$ cat src/rtl/uart_pkg.sv
// rtl/uart_pkg.sv - register map, bit positions and frame states for the UART transmitter
package uart_pkg;

  localparam logic [7:0] REG_TXDATA = 8'h00;
  localparam logic [7:0] REG_RXDATA = 8'h04;
  localparam logic [7:0] REG_STATUS = 8'h08;
  localparam logic [7:0] REG_CTRL   = 8'h0C;

  localparam int STAT_BUSY    = 0;
  localparam int STAT_FULL    = 1;
  localparam int STAT_EMPTY   = 2;
  localparam int STAT_OVF     = 3;
  localparam int STAT_CNT_LSB = 8;
  localparam int STAT_CNT_W   = 8;

  localparam int CTRL_TX_EN   = 0;
  localparam int CTRL_IRQ_EN  = 1;
  localparam int CTRL_DIV_LSB = 16;
  localparam int CTRL_DIV_W   = 16;

  typedef enum logic [1:0] {
    IDLE  = 2'd0,
    START = 2'd1,
    DATA  = 2'd2,
    STOP  = 2'd3
  } tx_state_e;

endpackage

$ cat src/rtl/sync_fifo.sv
// rtl/sync_fifo.sv - single-clock FIFO with occupancy count
module sync_fifo #(
  parameter int WIDTH = 8,
  parameter int DEPTH = 8
) (
  input  logic                   clk,
  input  logic                   rst_n,
  input  logic                   push,
  input  logic [WIDTH-1:0]       wdata,
  input  logic                   pop,
  output logic [WIDTH-1:0]       rdata,
  output logic                   full,
  output logic                   empty,
  output logic [$clog2(DEPTH):0] count
);

  localparam int          AW      = $clog2(DEPTH);
  localparam logic [AW:0] DEPTH_C = (AW+1)'(DEPTH);
  localparam logic [AW:0] CNT_ONE = (AW+1)'(1);
  localparam logic [AW-1:0] PTR_ONE = AW'(1);

  logic [WIDTH-1:0] mem [DEPTH];
  logic [AW-1:0]    wr_ptr;
  logic [AW-1:0]    rd_ptr;
  logic             do_push;
  logic             do_pop;

  assign full    = (count == DEPTH_C);
  assign empty   = (count == '0);
  assign do_pop  = pop && !empty;
  // A full FIFO still accepts a push when the head leaves in the same cycle
  assign do_push = push && (!full || do_pop);
  assign rdata   = mem[rd_ptr];

  always_ff @(posedge clk or negedge rst_n) begin
    if (!rst_n) begin
      wr_ptr <= '0;
      rd_ptr <= '0;
      count  <= '0;
    end else begin
      if (do_push) wr_ptr <= wr_ptr + PTR_ONE;
      if (do_pop)  rd_ptr <= rd_ptr + PTR_ONE;
      case ({do_push, do_pop})
        2'b10:   count <= count + CNT_ONE;
        2'b01:   count <= count - CNT_ONE;
        default: count <= count;
      endcase
    end
  end

  always_ff @(posedge clk) begin
    if (do_push) mem[wr_ptr] <= wdata;
  end

endmodule

$ cat src/rtl/uart_tx_ctrl.sv
// rtl/uart_tx_ctrl.sv - register-mapped 8N1 UART transmitter with TX FIFO and baud generator
module uart_tx_ctrl
  import uart_pkg::*;
#(
  parameter int               FIFO_DEPTH  = 8,
  parameter int               DIV_W       = 16,
  parameter logic [DIV_W-1:0] DEFAULT_DIV = DIV_W'(868)
) (
  input  logic        clk,
  input  logic        rst_n,
  input  logic        req_valid,
  input  logic        req_write,
  input  logic [31:0] req_addr,
  input  logic [31:0] req_wdata,
  input  logic [3:0]  req_wstrb,
  output logic [31:0] rdata,
  input  logic        uart_rx,
  output logic        uart_tx,
  output logic        tx_irq
);

  localparam logic [DIV_W-1:0] DIV_ONE = DIV_W'(1);

  tx_state_e                    state, state_d;
  logic [DIV_W-1:0]             baud_cnt, baud_d;
  logic [DIV_W-1:0]             eff_div, eff_div_d;
  logic [2:0]                   bit_cnt, bit_d;
  logic [7:0]                   shift, shift_d;
  logic                         tx_d;
  logic                         bit_end;
  logic                         start_frame;

  logic                         tx_en, irq_en, overflow;
  logic [DIV_W-1:0]             divisor;
  logic [CTRL_DIV_W-1:0]        div_cur, div_wr;

  logic                         wr_en, wr_txdata, wr_status, wr_ctrl;
  logic                         fifo_pop, fifo_full, fifo_empty;
  logic [7:0]                   fifo_rdata;
  logic [$clog2(FIFO_DEPTH):0]  fifo_count;
  logic                         busy;
  logic [31:0]                  status_word, ctrl_word;
  logic                         unused_inputs;

  assign unused_inputs = ^{uart_rx, req_addr[31:8], req_wdata[15:8], req_wstrb[1]};

  assign wr_en     = req_valid && req_write;
  assign wr_txdata = wr_en && (req_addr[7:0] == REG_TXDATA) && req_wstrb[0];
  assign wr_status = wr_en && (req_addr[7:0] == REG_STATUS) && req_wstrb[0];
  assign wr_ctrl   = wr_en && (req_addr[7:0] == REG_CTRL);

  sync_fifo #(
    .WIDTH (8),
    .DEPTH (FIFO_DEPTH)
  ) u_tx_fifo (
    .clk   (clk),
    .rst_n (rst_n),
    .push  (wr_txdata),
    .wdata (req_wdata[7:0]),
    .pop   (fifo_pop),
    .rdata (fifo_rdata),
    .full  (fifo_full),
    .empty (fifo_empty),
    .count (fifo_count)
  );

  // Divisor bytes are merged so a partial-strobe write keeps the untouched byte
  assign div_cur = CTRL_DIV_W'(divisor);
  assign div_wr  = {req_wstrb[3] ? req_wdata[31:24] : div_cur[15:8],
                    req_wstrb[2] ? req_wdata[23:16] : div_cur[7:0]};

  always_ff @(posedge clk or negedge rst_n) begin
    if (!rst_n) begin
      tx_en    <= 1'b0;
      irq_en   <= 1'b0;
      divisor  <= DEFAULT_DIV;
      overflow <= 1'b0;
    end else begin
      if (wr_ctrl && req_wstrb[0]) begin
        tx_en  <= req_wdata[CTRL_TX_EN];
        irq_en <= req_wdata[CTRL_IRQ_EN];
      end
      if (wr_ctrl && |req_wstrb[3:2]) divisor <= DIV_W'(div_wr);
      if (wr_txdata && fifo_full && !fifo_pop) overflow <= 1'b1;
      else if (wr_status && req_wdata[STAT_OVF]) overflow <= 1'b0;
    end
  end

  assign busy    = (state != IDLE);
  assign bit_end = (baud_cnt == eff_div - DIV_ONE);

  always_comb begin
    state_d     = state;
    baud_d      = baud_cnt;
    bit_d       = bit_cnt;
    shift_d     = shift;
    eff_div_d   = eff_div;
    fifo_pop    = 1'b0;
    start_frame = 1'b0;
    tx_d        = 1'b1;
    case (state)
      IDLE: begin
        if (tx_en && !fifo_empty) start_frame = 1'b1;
      end
      START: begin
        if (bit_end) begin
          state_d = DATA;
          baud_d  = '0;
          bit_d   = 3'd0;
        end else begin
          baud_d = baud_cnt + DIV_ONE;
        end
      end
      DATA: begin
        if (bit_end) begin
          baud_d = '0;
          if (bit_cnt == 3'd7) begin
            state_d = STOP;
          end else begin
            bit_d   = bit_cnt + 3'd1;
            shift_d = {1'b0, shift[7:1]};
          end
        end else begin
          baud_d = baud_cnt + DIV_ONE;
        end
      end
      STOP: begin
        if (bit_end) begin
          if (tx_en && !fifo_empty) start_frame = 1'b1;
          else                      state_d     = IDLE;
        end else begin
          baud_d = baud_cnt + DIV_ONE;
        end
      end
      default: state_d = IDLE;
    endcase
    // Back-to-back frames reload straight from STOP, so there is no idle gap
    if (start_frame) begin
      fifo_pop  = 1'b1;
      state_d   = START;
      baud_d    = '0;
      shift_d   = fifo_rdata;
      eff_div_d = (divisor == '0) ? DIV_ONE : divisor;
    end
    case (state_d)
      START:   tx_d = 1'b0;
      DATA:    tx_d = shift_d[0];
      default: tx_d = 1'b1;
    endcase
  end

  always_ff @(posedge clk or negedge rst_n) begin
    if (!rst_n) begin
      state    <= IDLE;
      baud_cnt <= '0;
      bit_cnt  <= 3'd0;
      shift    <= 8'h00;
      eff_div  <= DIV_ONE;
      uart_tx  <= 1'b1;
      tx_irq   <= 1'b0;
    end else begin
      state    <= state_d;
      baud_cnt <= baud_d;
      bit_cnt  <= bit_d;
      shift    <= shift_d;
      eff_div  <= eff_div_d;
      uart_tx  <= tx_d;
      tx_irq   <= irq_en && fifo_empty && (state == IDLE);
    end
  end

  always_comb begin
    status_word                                = '0;
    status_word[STAT_BUSY]                     = busy;
    status_word[STAT_FULL]                     = fifo_full;
    status_word[STAT_EMPTY]                    = fifo_empty;
    status_word[STAT_OVF]                      = overflow;
    status_word[STAT_CNT_LSB +: STAT_CNT_W]    = STAT_CNT_W'(fifo_count);
  end

  always_comb begin
    ctrl_word                               = '0;
    ctrl_word[CTRL_TX_EN]                   = tx_en;
    ctrl_word[CTRL_IRQ_EN]                  = irq_en;
    ctrl_word[CTRL_DIV_LSB +: CTRL_DIV_W]   = div_cur;
  end

  always_comb begin
    rdata = '0;
    case (req_addr[7:0])
      REG_STATUS: rdata = status_word;
      REG_CTRL:   rdata = ctrl_word;
      default:    rdata = '0;
    endcase
  end

endmodule

$ cat config.mk
export PLATFORM = sky130hd
export DESIGN_NAME = uart_tx_ctrl
export DESIGN_NICKNAME = d
export VERILOG_FILES = /design/src/rtl/uart_pkg.sv /design/src/rtl/sync_fifo.sv /design/src/rtl/uart_tx_ctrl.sv
export SDC_FILE = /design/constraint.sdc
export NUM_CORES = 1
export LEC_CHECK = 0
export CAP_MARGIN = 20
export CELL_PAD_IN_SITES_DETAIL_PLACEMENT = 0
export CELL_PAD_IN_SITES_GLOBAL_PLACEMENT = 1
export CORE_ASPECT_RATIO = 0.7
export CORE_MARGIN = 5
export CORE_UTILIZATION = 39
export DETAILED_ROUTE_END_ITERATION = 10
export PLACE_DENSITY_LB_ADDON = 0.12
export SYNTH_ARGS = -nofsm -noshare
export SYNTH_HDL_FRONTEND = slang
export SYNTH_SLANG_ARGS = --single-unit
$ cat constraint.sdc
create_clock -name clk -period 4.18 [get_ports clk]
set_clock_uncertainty 0.05 [all_clocks]
set_input_delay 0.627 -clock clk [delete_from_list [all_inputs] [get_ports clk]]
set_output_delay 0.627 -clock clk [all_outputs]
set_load 0.01 [all_outputs]
==> key figures <==
Power and ir drop
  – Gate power share: 15.2%
  – P_leak: between 3 and 4 nW
  – Switching power: roughly 1.0 mW
  – Sequential share of power: approximately 44%
  – Clock power frac: 40.7%
  – Worst VDD drop: 0.000240 V
  – Switching part of the total: between 20% and 30%
  – Internal power: around 2.7 mW
  – Pwr/cell area: 435 nW/µm²

Global routing
  – First-pass GRT wire length: 26000 µm
  – GRT overflow: 0
  – GR Layer Usage met1: 27.2%
  – GRT Total Usage: 16.5%
  – Largest net degree at the start of global routing: slightly below 80
  – M3 GR Usage: 4.01%
  – Met2 usage: 20.4%
  – GRT Max-Usage Layer: met1
  – Vias in the first global route: between 4000 and 5000
  – Initial antenna violation count: 0

Critical path
  – Worst Path Required: 4.47 ns
  – Critical path fanouts, max: 8
  – CP Data Arrival Time: 4.11 ns
  – CP Capture Type: flop
  – Critical path class: flop to flop
  – Worst setup SP type: flop

Synthesis
  – Async set or reset register ratio after synthesis: 54.3%
  – Synth top area cells: edfxtp_1 28%, dfrtp_1 25%, mux4_2 5.2%
  – Ys Warns: 0
  – Sequential fraction of the synthesis area: 55.4%
  – Count leader, synth: dfrtp_1
  – Number of flops mapped to enable cells by yosys: 64
  – Synth area leader: edfxtp_1
  – Synth top area share: 27.8%
  – Distinct cells, synth: between 60 and 70
  – Syn avg cell area: 11.9 µm²
  – Post-synthesis cell count: 580
  – Seq cells post-synth: 140
  – Dominant synthesized flop cell: dfrtp_1
  – Commonest cells in the netlist: 69 x dfrtp_1, 64 x edfxtp_1, 63 x nand2_1, 40 x nor2_1, 28 x xnor2_1
  – Mapped cell area: 6920 µm²

Route
  – Post-detailed-route wirelength per cell: 17.4 µm
  – Residual DRC count: 0
  – Remaining antenna violation count: 0
  – Routed vias: 4676
  – Drt first pass iters: 4
  – DRC violation total after the first TritonRoute iteration: 421
  – DR vias/cell: 5.11
  – Final wirelength: between 15000 and 20000 µm

Hold path
  – Worst min path class: flop to flop

Placed design
  – Detailed placer's ending HPWL: roughly 11000 µm
  – Placer Congestion: ~0.80
  – PortBufs: 64
  – Cells after DPL: 880

Finish
  – Nets: 757
  – Layout Cells excl Fill: 915
  – Share of cells above drive strength 1: between 10% and 20%
  – Diode count: 0
  – Area Overhead vs Synth: 24.0%

Timing
  – Worst slew pin tran: 0.879 ns
  – RSZ-0062 raised after global routing: false
  – Min Clock Period, post-route: around 3.8 ns
  – Setup TNS: 0 ns
  – Max Freq: 262 MHz
  – Slew Limit Fails: 0
  – Final hold violations: 0
  – Relative slew slack: 41.4%
  – Endpoints failing setup: 0
  – Final period util: between 90% and 100%

CTS
  – Worst-path clk slew: 0.06 ns
  – Num CTS Buffers: 17
  – Worst-case clock buffer depth: 2
  – TritonCTS clock tree: built
  – CTS Sinks: 140
  – Post-CTS setup buffer count: 0
  – H-tree levels: 4
  – Worst-skew pair later-pin latency: 0.43 ns
  – Clock root cell: clkbuf_16

Outcome
  – Outcome: complete, no violations

Die
  – Number of I/O pins: 107
  – Die Wd: around 170 µm
  – Die area: ~21000 µm²
  – Die Y: 121 µm
  – Initial Utilization: about two fifths
  – Core area: about 17000 µm²
  – Rows: 40

Flow run
  – Max cap viols: 0
## layer usage
layer / up-vias / part of all wire, %
met5: - / 0
met4: 0 / 0.97
met3: 13 / 6.1
met2: 125 / 39
met1: 2255 / 54
li1: 2283 / -
## placed cells by master, fill, tap and decap left out, types with 16 or more instances in the layout
cell,count
dfrtp_1,69
edfxtp_1,64
nand2_1,63
clkdlybuf4s50_1,63
nor2_1,39
xnor2_1,28
buf_4,28
inv_1,24
nor3_1,22
and2_1,21
mux2_2,20
nor4_1,18
clkbuf_16,17
mux4_2,16
## area by class of cell
class | instances | area (µm²)
multi-input combinational | 394 | 2880
clock buffer | 17 | 425
timing repair buffer | 94 | 883
tap | 231 | 289
inverter | 24 | 90.1
sequential | 140 | 3830
clock inverter | 15 | 173
fill | 1555 | 8690
## metrics by stage
step / hold slack [ns] / setup slack, ns / cell area [µm²] / util, % / power, mW
final: 0.443 / 0.368 / 8580 / 49.7 / 3.73
after global routing: 0.485 / 0.0227 / 8580 / 49.7 / 3.92
after CTS: 0.357 / 0.190 / 8530 / 49.4 / 3.77
after detailed placement: 0.431 / 0.209 / 7930 / 45.9 / 2.24
after global placement: 0.421 / 0.261 / 7930 / 45.9 / 2.22
after floorplan: 0.281 / 0.0531 / 6940 / - / 2.05
## worst paths after layout
kind                                         from                              to  slack (ns)  cells past startpoint
max in group asynchronous                   rst_n          div_cur[6]$_DFFE_PN1P_        2.92                      3
min in group asynchronous                   rst_n            shift[4]$_DFFE_PN0P_        0.54                      2
hold / removal             bit_cnt[2]$_DFFE_PN0P_          bit_cnt[2]$_DFFE_PN0P_        0.44                      2
setup / recovery           eff_div[5]$_DFFE_PN0N_  u_tx_fifo.count[3]$_DFFE_PN0P_        0.37                     14
setup reg to reg           eff_div[5]$_DFFE_PN0N_  u_tx_fifo.count[3]$_DFFE_PN0P_        0.37                     14
hold reg to reg            bit_cnt[2]$_DFFE_PN0P_          bit_cnt[2]$_DFFE_PN0P_        0.44                      2
## critical path, stage by stage (launching register included)
cell	delay, ns
dfrtp_1	0.45
or3_1	0.53
nor4_4	0.35
xnor2_1	0.12
or4_4	0.57
nor4_4	0.33
or2_2	0.18
nand2_1	0.09
inv_1	0.09
ha_1	0.22
a21o_1	0.16
a21oi_1	0.17
nor4b_1	0.08
a21oi_1	0.20
xnor2_1	0.14
## state kept, by name, summed over array words and instances (netlist names), 2 cells and up
name,count
u_tx_fifo.mem,64
baud_cnt,16
div_cur,16
eff_div,16
shift,8
u_tx_fifo.count,4
bit_cnt,3
u_tx_fifo.rd_ptr,3
u_tx_fifo.wr_ptr,3
state,2
## cell families after synthesis
group | count (synthesis) | share of synthesized area (%)
compound gates | 62 | 6.28
simple gates | 220 | 16.5
flops | 140 | 55.4
other cells | 1 | 0.0542
fa+ha+maj | 13 | 2.46
xor+xnor | 41 | 5.39
mux | 50 | 10.5
buf+inv | 53 | 3.42
## power groups by stage
stage	clock [mW]	sequential [mW]	combinational (mW)
finish	1.52	1.65	0.568
global route	1.62	1.66	0.639
CTS	1.56	1.65	0.570
detailed placement	0	1.67	0.567
global placement	0	1.67	0.553
floorplan	0	1.61	0.441
## what timing repair did
item | in CTS | in global routing
gates resized for setup | 0 | 1
setup endpoints to repair | 0 | 13
hold buffers | 0 | 1
endpoints found under the hold margin | 0 | 9
Note: power is estimated with default switching activity, not from simulation.
